[config.mk]
export PLATFORM = sky130hd
export DESIGN_NAME = alu_writeback_stage
export DESIGN_NICKNAME = d
export VERILOG_FILES = /design/src/rtl/alu_writeback_stage.sv
export SDC_FILE = /design/constraint.sdc
export NUM_CORES = 1
export LEC_CHECK = 0
export BUFFER_PORTS_ARGS = -buffer_cell sky130_fd_sc_hd__buf_2
export CORE_AREA = 2 2 66 68
export DETAILED_ROUTE_END_ITERATION = 6
export DIE_AREA = 0 0 68 70
export GPL_ROUTABILITY_DRIVEN = 0
export PLACE_DENSITY = 0.7
export RECOVER_POWER = 25
export SETUP_SLACK_MARGIN = 0.5
export SLEW_MARGIN = 0
export SYNTH_ARGS = -nofsm -noshare
export SYNTH_HDL_FRONTEND = slang
export SYNTH_SLANG_ARGS = --single-unit
[constraint.sdc]
create_clock -name clk -period 2 [get_ports clk]
set_input_delay 0.1 -clock clk [delete_from_list [all_inputs] [get_ports clk]]
set_output_delay 0.1 -clock clk [all_outputs]
set_load 0.02 [all_outputs]
[src/rtl/alu_writeback_stage.sv]
// alu_writeback_stage: execute-to-writeback stage; registers ALU results onto the register-file write port.
// Ports: clk/rst (sync, active-high); in_valid/in_ready handshake; alu_result (2N), alu_flags {N,Z,C,V},
// alu_sel, rd, reg_write, set_flags from the ALU; wb_en/wb_addr/wb_data register-file write port;
// flags_q architectural flags; branch_taken one-cycle BNE pulse; busy while not IDLE.
// Optional MUL_HI_WB_EN: a writing MUL also writes product[2N-1:N] to rd+1 in a second (HI) cycle.
module alu_writeback_stage #(
    parameter int N          = 16,
    parameter int REG_ADDR_W = 4
) (
    input  logic                  clk,
    input  logic                  rst,
    input  logic                  in_valid,
    output logic                  in_ready,
    input  logic [2*N-1:0]        alu_result,
    input  logic [3:0]            alu_flags,
    input  logic [2:0]            alu_sel,
    input  logic [REG_ADDR_W-1:0] rd,
    input  logic                  reg_write,
    input  logic                  set_flags,
    output logic                  wb_en,
    output logic [REG_ADDR_W-1:0] wb_addr,
    output logic [N-1:0]          wb_data,
    output logic [3:0]            flags_q,
    output logic                  branch_taken,
    output logic                  busy
);
    typedef enum logic [1:0] {IDLE, LO, HI} state_t;
    localparam logic [2:0] SEL_MUL = 3'b100;
    localparam logic [2:0] SEL_BNE = 3'b110;
    state_t     state;
    logic [3:0] h_flags;
    logic       h_sf_ok;
    logic       xfer;
    logic       hi_pending;
    logic       arch_op;
    // BNE (110) and no-op (111) never write registers or flags
    assign arch_op = alu_sel < SEL_BNE;
`ifdef MUL_HI_WB_EN
    localparam logic [REG_ADDR_W-1:0] ONE = 1;
    logic [REG_ADDR_W-1:0] h_rd;
    logic [N-1:0]          h_hi;
    logic                  h_mulw;
    assign hi_pending = state == LO && h_mulw;
`else
    logic unused_hi;
    assign unused_hi  = ^alu_result[2*N-1:N];
    assign hi_pending = 1'b0;
`endif
    assign in_ready = !rst && !hi_pending;
    assign xfer     = in_valid && in_ready;
    assign busy     = state != IDLE;
    always_ff @(posedge clk) begin
        if (rst) begin
            state        <= IDLE;
            wb_en        <= 1'b0;
            wb_addr      <= '0;
            wb_data      <= '0;
            flags_q      <= 4'b0000;
            branch_taken <= 1'b0;
            h_sf_ok      <= 1'b0;
        end else begin
            if (state == LO && h_sf_ok)
                flags_q <= h_flags;
            if (xfer) begin
                state        <= LO;
                h_flags      <= alu_flags;
                h_sf_ok      <= set_flags && arch_op;
`ifdef MUL_HI_WB_EN
                h_rd         <= rd;
                h_hi         <= alu_result[2*N-1:N];
                h_mulw       <= alu_sel == SEL_MUL && reg_write;
`endif
                wb_en        <= reg_write && arch_op;
                wb_addr      <= rd;
                wb_data      <= alu_result[N-1:0];
                branch_taken <= alu_sel == SEL_BNE && !alu_flags[2];
`ifdef MUL_HI_WB_EN
            end else if (hi_pending) begin
                state        <= HI;
                h_sf_ok      <= 1'b0;
                wb_en        <= 1'b1;
                wb_addr      <= h_rd + ONE;
                wb_data      <= h_hi;
                branch_taken <= 1'b0;
`endif
            end else begin
                state        <= IDLE;
                h_sf_ok      <= 1'b0;
                wb_en        <= 1'b0;
                branch_taken <= 1'b0;
            end
        end
    end
endmodule

==> reports/results.tsv <==
metric	value	unit
n_fill_cell	430	
power.ir.vdd_worst	0.2827	mV
final_cells	214	
hold_ws	-0.01371	ns
syn-num-nets	147	
dr_total_vias	890	
grt_max_degree	28	
period_share	68.38	%
timing.hold.worst.class	in -> reg	
finalHoldViolations	1	
drive_gt1_share	43.83	%
detail_route.drc_violations	0	
fp.coreArea	4144	um^2
placedInstanceArea	1470	um^2
outcome	finished, violations left	
first_global_vias	769	
cp_max_fo	27	
maxCapViolCount	0	
data_arrival_time_of_the_worst_path	1.27	ns
cts_sinks	32	
routed_wire_length_per_instance	10.65	um
critical_path.startpoint_type	input port	
diodes	0	
final.setup.tns	0	ns
fin_crit	1.368	ns
cts_repair_resize_count	0	
seqCellArea	680.7	um^2
grt_overflow_total	0	
timing_worst_slew_pin_value	1.242	ns
syn-mean-instance-area	11.91	um^2
slew_headroom	17.23	%
power_leakage	0.0007949	uW
yosysUniqueCellTypes	16	
wirelength	2279	um
grt_antenna_before_repair	0	
rows	24	
hp-start	alu_sel[0]	
rsz0062_at_grt	false	
area_growth_syn_to_layout	33.44	%
chipWidth	68	um
crit_required	1.90	ns
vias_per_cell	4.159	
yosysWarningCount	0	
globalRouteTotalUtil	9.922	%
portBuffers	59	
cts_made_buffers	5	
cts_tree	yes	
ios	76	
critPathCaptureType	output pin	
criticalPathCategory	in -> out	
combined_area_of_the_multi_input_logic_cells	402.9	um^2
regToRegStartpoint	state[0]$_SDFF_PP0_	
maximum_clock_path_buffer_count	2	
report.final.slew_viol_count	0	
placed_cells_incl_taps	203	
num-nets-final	209	
cts.root.buffer_cell	sky130_fd_sc_hd__clkbuf_8	
finish.instance_area	1573	um^2
detail-route-antenna-nets	0	
die_height	70	um
violations	negative hold slack	
drt-initial-drc-count	34	
synthesis.instances	99	
htreeDepth	2	
flip_flop_and_latch_count_after_synthesis	32	
highest_achievable_clock_rate	0.7312	GHz
clk-insertion-delay-late	0.27	ns
grt_pass1_wl	3470	um
report.final.setup_viol	0	
die_area	4760	um^2
powerDensity	860.8	nW/um^2
postLayoutCoreUtil	37.95	%
start_util	28.44	%
drt_pass1_iterations	4	
yosysSeqAreaShare	57.75	%
clock_input_transition_at_the_sequential_cells_of_the_worst_setup_and_hold_paths	0.06	ns
synth_area	1179	um^2
worstSetupStartpoint	rst	
fin_skew	0.001516	ns
hpwl	1649	um
## flip-flops by register name, summed over array words and instances, names as in the netlist
name / cells
branch_taken: 1
flags_q: 4
h_flags: 4
h_sf_ok: 1
state: 1
wb_addr: 4
wb_data: 16
wb_en: 1
## cell type report
| class | instances | share of cell area (%) |
|---|---|---|
| Clock buffer | 8 | 5.728 |
| Inverter | 1 | 0.2387 |
| Multi-Input combinational cell | 58 | 25.62 |
| Sequential cell | 32 | 43.28 |
| Tap cell | 52 | 4.137 |
| Timing Repair Buffer | 63 | 21.00 |
## worst paths after layout
path,end,slack [ns],depth (start not counted)
worst min-delay path,branch_taken$_SDFF_PN0_,-0.01,2
worst max-delay path,in_ready,0.63,3
worst max register to register,flags_q[0]$_SDFFE_PP0P_,1.10,2
worst min register to register,wb_data[4]$_SDFFE_PP0P_,0.49,2
## cells in the mapped netlist
cell / number / area share, %
sky130_fd_sc_hd__a21bo_2: 4 / 3.4
sky130_fd_sc_hd__a21oi_1: 4 / 1.7
sky130_fd_sc_hd__and3_2: 2 / 1.3
sky130_fd_sc_hd__buf_12: 2 / 3.4
sky130_fd_sc_hd__buf_2: 5 / 2.1
sky130_fd_sc_hd__buf_6: 1 / 0.96
sky130_fd_sc_hd__dfxtp_1: 28 / 48
sky130_fd_sc_hd__edfxtp_1: 4 / 10
sky130_fd_sc_hd__inv_1: 1 / 0.32
sky130_fd_sc_hd__mux2i_1: 20 / 17
sky130_fd_sc_hd__nand2_1: 1 / 0.32
sky130_fd_sc_hd__nand3_1: 4 / 1.7
sky130_fd_sc_hd__nor2_1: 20 / 6.4
sky130_fd_sc_hd__nor2b_1: 1 / 0.53
sky130_fd_sc_hd__nor2b_4: 1 / 1.2
sky130_fd_sc_hd__nor4b_4: 1 / 2.0
## power by group
part	switching, uW	internal (uW)	total (uW)	leakage, uW
Combinational	87.7	72.5	160	0.000482
Clock	213	280	493	0.0000455
Sequential	16.4	684	701	0.000268
## layout by cell type (no fill, tap or decap), types with 3 or more instances in the layout
| cell | n |
|---|---|
| sky130_fd_sc_hd__a21bo_2 | 4 |
| sky130_fd_sc_hd__a21oi_1 | 4 |
| sky130_fd_sc_hd__buf_2 | 57 |
| sky130_fd_sc_hd__clkbuf_1 | 4 |
| sky130_fd_sc_hd__clkbuf_8 | 6 |
| sky130_fd_sc_hd__dfxtp_1 | 28 |
| sky130_fd_sc_hd__dlygate4sd3_1 | 3 |
| sky130_fd_sc_hd__edfxtp_1 | 4 |
| sky130_fd_sc_hd__mux2i_1 | 20 |
| sky130_fd_sc_hd__nand3_1 | 4 |
| sky130_fd_sc_hd__nor2_1 | 20 |
## repair_timing
action,CTS,global route
setup buffers,0,0
hold endpoints to repair,3,0
hold buffers,3,0
## through the flow
stage | setup slack, ns | total power [uW]
floorplan | 1.087 | 819.6
global placement | 0.9630 | 871.7
detailed placement | 0.9687 | 875.4
CTS | 0.8808 | 1389
global route | 0.4653 | 1425
finish | 0.6325 | 1354
## layer usage
layer,wire (um),track usage (%),part of all wire [%]
met5,0,0,0
met4,14,3.333,0.61
met3,308,6.119,14
met2,957,14.35,42
met1,1000,11.97,44
## critical path: stages
cell and delay, ns:
sky130_fd_sc_hd__clkbuf_1 0.89, sky130_fd_sc_hd__inv_1 0.07, sky130_fd_sc_hd__buf_2 0.20
## cells by family (layout without fill, tap and decap cells)
logic type	Yosys count	in the layout	synth area share, %
AOI/OAI and AO/OA	8	8	5.096
and+or+nand+nor	30	30	13.37
DFF	32	32	57.75
muxes	20	20	16.98
buffers and inverters	9	72	6.793
Note: power is estimated with default switching activity, not from simulation.
